$ cat config.mk
export PLATFORM = sky130hd
export DESIGN_NAME = amp_pwr_seq
export DESIGN_NICKNAME = d
export VERILOG_FILES = /design/src/rtl/amp_pwr_seq.sv
export SDC_FILE = /design/constraint.sdc
export NUM_CORES = 1
export LEC_CHECK = 0
export CAP_MARGIN = 20
export CORE_ASPECT_RATIO = 1.75
export CORE_MARGIN = 1
export CORE_UTILIZATION = 55
export DETAILED_ROUTE_END_ITERATION = 7
export GPL_TIMING_DRIVEN = 0
export MAX_ROUTING_LAYER = met4
export PLACE_DENSITY = 0.76
export RECOVER_POWER = 25
export SLEW_MARGIN = 20
export SYNTH_ARGS = -nofsm -noshare
export SYNTH_HDL_FRONTEND = slang
export SYNTH_SLANG_ARGS = --single-unit
export TNS_END_PERCENT = 30
$ cat constraint.sdc
create_clock -name clk -period 2.55 [get_ports clk]
set_clock_uncertainty 0.1 [all_clocks]
set_input_delay 0.51 -clock clk [delete_from_list [all_inputs] [get_ports clk]]
set_output_delay 0.51 -clock clk [all_outputs]
set_load 0.03 [all_outputs]
$ cat src/rtl/amp_pwr_seq.sv
// Power/shutdown sequencer for the class-D amplifier pair: powers up after the EQ
// queues fill, unmutes on a sample boundary, filters amp faults, retries and locks out.
module amp_pwr_seq #(
    parameter int SETTLE_CYC = 250000,
    parameter int RETRY_CYC  = 2500000,
    parameter int FLT_FILT   = 8,
    parameter int MAX_RETRY  = 3
) (
    input  logic       clk,
    input  logic       rst,
    input  logic       seq_low,
    input  logic       vld,
    input  logic       Flt_n,
    input  logic       clr_lock,
    output logic       sht_dwn,
    output logic       mute,
    output logic [1:0] flt_cnt,
    output logic       locked_out
);

    localparam int TMAX = (SETTLE_CYC > RETRY_CYC) ? SETTLE_CYC : RETRY_CYC;
    localparam int TW   = $clog2(TMAX + 1);
    localparam int FW   = $clog2(FLT_FILT + 1);

    localparam logic [TW-1:0] SETTLE_END = TW'(SETTLE_CYC - 1);
    localparam logic [TW-1:0] RETRY_END  = TW'(RETRY_CYC - 1);
    localparam logic [FW-1:0] FILT_END   = FW'(FLT_FILT - 1);

    typedef enum logic [2:0] {
        WAIT_Q,
        PWR_UP,
        ARM,
        RUN,
        FAULT,
        LOCKOUT
    } state_t;

    state_t        state;
    state_t        state_nxt;
    logic [TW-1:0] timer;
    logic [TW-1:0] timer_nxt;
    logic [FW-1:0] filt_cnt;
    logic          flt_s1;
    logic          flt_s2;
    logic          filt_on;
    logic          flt_det;
    logic [1:0]    flt_cnt_nxt;
    logic          sht_dwn_nxt;
    logic          mute_nxt;
    logic          locked_out_nxt;

    // Flt_n is asynchronous to clk; idle-high reset value means no fault seen.
    // NOTE: sequential state is written with non-blocking assignments so every
    // flop samples the pre-edge values of the others, independent of block order.
    always_ff @(posedge clk or posedge rst) begin
        if (rst) begin
            flt_s1 <= 1'b1;
            flt_s2 <= 1'b1;
        end else begin
            flt_s1 <= Flt_n;
            flt_s2 <= flt_s1;
        end
    end

    // The filter only runs while the amps are powered.
    assign filt_on = (state == PWR_UP) || (state == ARM) || (state == RUN);

    always_ff @(posedge clk or posedge rst) begin
        if (rst) begin
            filt_cnt <= '0;
        end else if (!filt_on || flt_s2) begin
            filt_cnt <= '0;
        end else if (filt_cnt != FILT_END) begin
            filt_cnt <= filt_cnt + 1'b1;
        end
    end

    assign flt_det = filt_on && !flt_s2 && (filt_cnt == FILT_END);

    // NOTE: every variable written here gets a default first, so no path
    // through the case leaves it unassigned and no latch is inferred.
    always_comb begin
        state_nxt = state;
        case (state)
            WAIT_Q: begin
                if (seq_low) state_nxt = PWR_UP;
            end
            PWR_UP: begin
                if (flt_det)                  state_nxt = FAULT;
                else if (!seq_low)            state_nxt = WAIT_Q;
                else if (timer == SETTLE_END) state_nxt = ARM;
            end
            ARM: begin
                if (flt_det)       state_nxt = FAULT;
                else if (!seq_low) state_nxt = WAIT_Q;
                else if (vld)      state_nxt = RUN;
            end
            RUN: begin
                if (flt_det)       state_nxt = FAULT;
                else if (!seq_low) state_nxt = ARM;
            end
            FAULT: begin
                if (timer == RETRY_END) begin
                    state_nxt = (int'(flt_cnt) >= MAX_RETRY) ? LOCKOUT : WAIT_Q;
                end
            end
            LOCKOUT: begin
                if (clr_lock) state_nxt = WAIT_Q;
            end
            default: state_nxt = WAIT_Q;
        endcase
    end

    // Timer restarts from zero on every state entry and only runs where it is used.
    always_comb begin
        timer_nxt = '0;
        if ((state_nxt == state) && ((state == PWR_UP) || (state == FAULT))) begin
            timer_nxt = timer + 1'b1;
        end
    end

    always_comb begin
        flt_cnt_nxt = flt_cnt;
        if ((state == LOCKOUT) && clr_lock) begin
            flt_cnt_nxt = 2'd0;
        end else if ((state_nxt == FAULT) && (state != FAULT) && (flt_cnt != 2'd3)) begin
            flt_cnt_nxt = flt_cnt + 2'd1;
        end
    end

    // Outputs are decoded from the next state so they change in the same
    // registered update as the transition, with no input-to-output path.
    always_comb begin
        sht_dwn_nxt    = (state_nxt == WAIT_Q) || (state_nxt == FAULT) || (state_nxt == LOCKOUT);
        mute_nxt       = (state_nxt != RUN);
        locked_out_nxt = (state_nxt == LOCKOUT);
    end

    always_ff @(posedge clk or posedge rst) begin
        if (rst) begin
            state      <= WAIT_Q;
            timer      <= '0;
            flt_cnt    <= 2'd0;
            sht_dwn    <= 1'b1;
            mute       <= 1'b1;
            locked_out <= 1'b0;
        end else begin
            state      <= state_nxt;
            timer      <= timer_nxt;
            flt_cnt    <= flt_cnt_nxt;
            sht_dwn    <= sht_dwn_nxt;
            mute       <= mute_nxt;
            locked_out <= locked_out_nxt;
        end
    end

endmodule

Yosys cells after proc, flatten, opt, wreduce, memory -nomap -nowiden. Index checks and enable logic that the tools add are counted.

Bits in registers: 36. Input port bits: 6. Word-level logic and storage cells: 64.

$lt $le $gt $ge: 1. Reductions and logical operators: 18. Equal/unequal tests: 15. Add/sub/neg operators: 3. Muxes and demuxes: 18.

Operators with widths (count): $mux W3 (12); $add A22 B1 Y22 const B (1); $eq A22 B18 Y1 const B (1); $eq A22 B22 Y1 const B (1); $mux W22 (1); $pmux W3 S6 (1); $eq A3 B3 Y1 const B (4); $mux W4 (2); $eq A3 B2 Y1 const B (2); $logic_and A1 B1 Y1 (6); $logic_not A3 Y1 (2); $logic_or A1 B1 Y1 (6); $add A4 B1 Y4 const B (1); $eq A4 B3 Y1 const B (1); $mux W2 (2); $ne A4 B3 Y1 const B (1); $reduce_bool A2 Y1 (2); $eq A3 B1 Y1 const B (1); $eq A3 B3 Y1 (1); $ne A3 B2 Y1 const B (1); $ne A3 B3 Y1 const B (1); $add A2 B1 Y2 const B (1); $ge A2 B2 Y1 const B (1); $logic_not A1 Y1 (2); $ne A2 B2 Y1 const B (1).

Longest topological paths before layout. Gate-level depths: netlist of run 1.

Depth in word-level cells: 12. Mapped depth: 8. Gate-level depth less buffers: 7.

Least setup slack after synthesis of run 1. Ideal clock, no wire load.

Kind: register to register. Start point: register timer[0]. End point: register timer[14]. Slack: 0.233 ns. Cell stages (with the launch flop): 9. Arrival: 2.098 ns. Setup time: 0.119 ns. Path through: dfrtp_1 -> ha_1 -> and4bb_1 -> nand2_2 -> or4_1 -> a21o_1 -> mux2i_4 -> buf_6 -> nor2_2.

Longest elaborated chain between the ends: 8. Elaborated cells between the ends (all ways): 11.

Ends and longest elaborated chain: from (decl) (line 40) `logic [TW-1:0] timer;`; from (signal assigned) (line 149) `timer <= timer_nxt;`; $eq A22 B18 Y1 (line 91) `else if (timer == SETTLE_END) state_nxt = ARM;`; $mux W3 (line 91); $mux W3 (line 90) `else if (!seq_low) state_nxt = WAIT_Q;`; $mux W3 (line 89) `if (flt_det) state_nxt = FAULT;`; $pmux W3 S6 (*) (line 84) `case (state)`; named net state_nxt[0] (line 39) `state_t state_nxt;`; $eq A3 B3 Y1 (*) (line 117) `if ((state_nxt == state) && ((state == PWR_UP) || (state == FAULT))) begin`; $logic_and A1 B1 Y1 (*) (line 117); $mux W22 (*) (line 117); named net timer_nxt[14] (line 41) `logic [TW-1:0] timer_nxt;`.

Mark *: on every way through the listed nets, which the timed path passes. The rest lies on a longest branch. A chain may end at the register's enable or synchronous reset.

Final worst setup path of run 1.
Start point: register timer[1]. End point: register timer[13].

Same word-level chain as after synthesis.

==> results of run 1 <==
==> cell type report <==
class                           instances  area [um^2]
Timing Repair Buffer                   18          180
Multi-Input combinational cell        141          978
Inverter                                1         3.75
Sequential cell                        36          907
Clock inverter                          3         90.1
Fill cell                             244         1000
Clock buffer                            5         68.8
Buffer                                  4         38.8
Tap cell                               45         56.3
==> worst max path at each step <==
stage               startpoint   endpoint  slack (ns)  cells past startpoint
floorplan             timer[0]  timer[14]        0.23                      8
global placement       seq_low  timer[12]       -0.31                      8
detailed placement     seq_low  timer[18]       -0.34                      8
CTS                    seq_low  timer[18]      -0.006                      8
global route               vld  timer[15]       -0.01                      8
finish                timer[1]  timer[13]        0.06                      8
==> cells in the final DEF (no fill, tap or decap), drive strengths merged, types with 3 or more instances in the layout <==
cell type,count
nand3,15
nand2,12
nor2b,4
buf,10
nor4,4
nor2,33
xnor2,7
nor3,3
bufinv,3
mux2i,3
clkdlybuf4s50,7
ha,3
a21oi,3
o21ai,4
dfstp,4
nand4,6
clkbuf,7
xor2,16
dfrtp,32
==> sequential cells by signal, summed over array words and instances, names as in the netlist <==
name,cells
timer,22
filt_cnt,4
state,3
flt_cnt,2
flt_s1,1
flt_s2,1
locked_out,1
mute,1
sht_dwn,1
==> worst max-delay path: cells and delay by family (launching register included) <==
kind	cells	cell delay [ns]
simple gates	4	0.93
buf+inv	1	0.23
fa+ha+maj	1	0.16
flops	1	0.41
compound gates	1	0.22
mux	1	0.33
==> layer usage <==
metal	vias to the layer above	GRT usage (%)
met5	-	-
met4	0	11.5
met3	12	5.88
met2	38	39.0
met1	709	26.9
li1	686	-
==> through the flow <==
| step | util, % | setup WS (ns) |
|---|---|---|
| global route | 69.8 | -0.0119 |
| CTS | 67.3 | -0.00555 |
| floorplan | - | 0.233 |
| global placement | 62.0 | -0.314 |
| detailed placement | 62.0 | -0.340 |
| finish | 69.8 | 0.0644 |
==> synth_stat cells, types with 2 or more instances <==
library cell,count
dfrtp_1,32
nor2_2,20
xor2_1,16
nand3_1,15
nor2_1,13
nand2_1,11
xnor2_1,7
nand4_1,6
dfstp_2,4
nor2b_1,4
o21ai_0,4
a21oi_1,3
ha_1,3
nor3_1,3
a21o_1,2
a31oi_1,2
and3_1,2
and4_1,2
buf_6,2
mux2i_1,2
nand2b_1,2
nand3b_1,2
nor4_1,2
nor4bb_1,2
or3b_2,2
==> power groups by stage <==
stage / Sequential, mW / Clock (mW) / Combinational [mW]
floorplan: 0.688 / 0 / 0.164
global placement: 0.651 / 0 / 0.282
detailed placement: 0.653 / 0 / 0.292
CTS: 0.643 / 0.711 / 0.306
global route: 0.650 / 0.733 / 0.371
finish: 0.646 / 0.696 / 0.343
==> kinds of logic (layout without fill, tap and decap cells) <==
family                   after synthesis  in the layout  share of synthesized area, %
AND/OR/NAND/NOR                       98             98                          31.1
flip-flops                            36             36                          47.5
XOR/XNOR                              23             23                          10.6
AO/OA/AOI/OAI                         14             14                          4.79
buffers and inverters                  5             31                          1.84
adder cells (fa/ha/maj)                3              3                          1.97
multiplexers                           3              3                          2.23
==> what timing repair did <==
action | CTS | global route
gates resized for setup | 1 | 7
pin swaps | 0 | 2
setup endpoints to repair | 20 | 21
buffers inserted | 2 | 5
gates cloned | 0 | 1
==> impl_metrics.csv, run 1 <==
group,metric,value,unit
synthesis,synth_largest_area_cell,"dfrtp_1",
finish,fin_area,2320,um^2
finish,syn_to_final_growth,21.9,%
run_status,status,"finished clean",
finish,antenna_cells,0,
placement,hpwl,2650,um
min_path,min_path_cells,0,
placement,placed_cell_area,2060,um^2
timing,finalSetupViolCount,0,
clock_tree,cts.sinks,36,
clock_tree,path_clk_slew,0.07,ns
timing,finalSetupTns,0,ns
run,drv_cap,0,
pwr,p_switching,425,uW
synthesis,synthArstFlopShare,100,%
pwr,ir_worst_vdd,0.684,mV
timing,finalHoldViolations,0,
drt,drtIter0Drc,51,
clock_tree,cts_hold_buffers,0,
finish,drive_above_1_share,26.4,%
drt,met2_length,2200,um
drt,drc,0,
synthesis,syn-num-nets,191,
global_route,grt_overflow,0,
pwr,internal_power,1.26,mW
floorplanning,fp.dieArea,3720,um^2
global_route,antenna_found_initial,0,
floorplanning,die_w,46.5,um
min_path,hold_start,"flt_s1",
synthesis,synth_area_leaders,"dfrtp_1 42%, xor2_1 7.3%, nor2_2 6.6%, dfstp_2 5.5%, nand3_1 3.9%",
placement,post-place-cells,237,
global_route,gr-usage-all-layers,24.2,%
global_route,grt_pass1_vias,1415,
pwr,total_power,1.68,mW
setup_path,crit_path_start_kind,"flop",
synthesis,synth_seq_cells,36,
finish,nNetsFinal,216,
pwr,p_leak,0.927,nW
drt,vias_per_cell,5.71,
setup_path,r2r-end,"timer[13]",
floorplanning,die-height,79.9,um
floorplanning,fp-row-count,28,
timing,fin_crit_sh,97.5,%
timing,tightestPinTransition,1.36,ns
clock_tree,h-tree-depth,2,
pwr,comb_power_share,20.3,%
drt,wl_met1,1430,um
synthesis,syn_avg_cell_area,10.5,um^2
drt,dr_wl_met3,127,um
drt,drtAntennaViolNets,0,
setup_path,arrival,2.57,ns
clock_tree,clk_latency,0.29,ns
drt,vias,1445,
global_route,grt_start_max_net_pins,37,
synthesis,synth_ff_type,"dfrtp_1",
clock_tree,cts_buffers,5,
setup_path,reg2regPathDepth,8,
placement,port_buffers,10,
pwr,powerDensity,725,nW/um^2
drt,first_pass_iters,4,
setup_path,required,2.63,ns
setup_path,slowest_stage,"or4_1",
timing,max_freq,402,MHz
finish,stdcell_count,253,
synthesis,yosysSeqAreaShare,47.5,%
global_route,grt_pass1_wl,6260,um
drt,routed_wl,3880,um
timing,slew_viol_final,0,
clock_tree,tritoncts,"built",
timing,whs,0.257,ns
synthesis,synth_cells,182,
pwr,p_clk_share,41.3,%
min_path,hold_class,"reg2reg",
floorplanning,core_area,3330,um^2
pwr,power_frac_seq,38.3,%
synthesis,yosysTopAreaCellShare,42.0,%
placement,gp_congestion,0.880,
clock_tree,cts_buffer_depth,2,
synthesis,ys_warn_count,0,
clock_tree,cts.root.buffer_cell,"clkbuf_8",
floorplanning,io_pins,11,
min_path,hold_path_end,"flt_s2",
setup_path,reg2reg_from,"timer[1]",
drt,top_layer_used,"met4",
pwr,switching_share,25.3,%
setup_path,path_cells,"ha_4 > and4bb_2 > nand2_2 > or4_1 > a21o_1 > mux2i_4 > clkbuf_16 > nor2_2",
setup_path,endpoint_kind,"flop",
synthesis,synth_cell_type_count,44,
setup_path,max_stage_delay,0.53,ns
floorplanning,initial_core_util,57.3,%
timing,slew_headroom,9.54,%
synthesis,netlist_area,1910,um^2
setup_path,worstSetupPathType,"reg2reg",
setup_path,regToRegSetupSlack,0.06,ns
setup_path,cp_max_fo,5,
drt,wl_per_cell,15.3,um
timing,fin_crit,2.49,ns
synthesis,synth-edff-count,0,
No activity file was read; power rests on OpenSTA's default activity.
==> run 2: changes to the inputs <==
Settings changed: SKIP_LAST_GASP set to 1.
==> results of run 2 <==
Same layout as run 1: the final DEF is identical, and so are final timing and power.
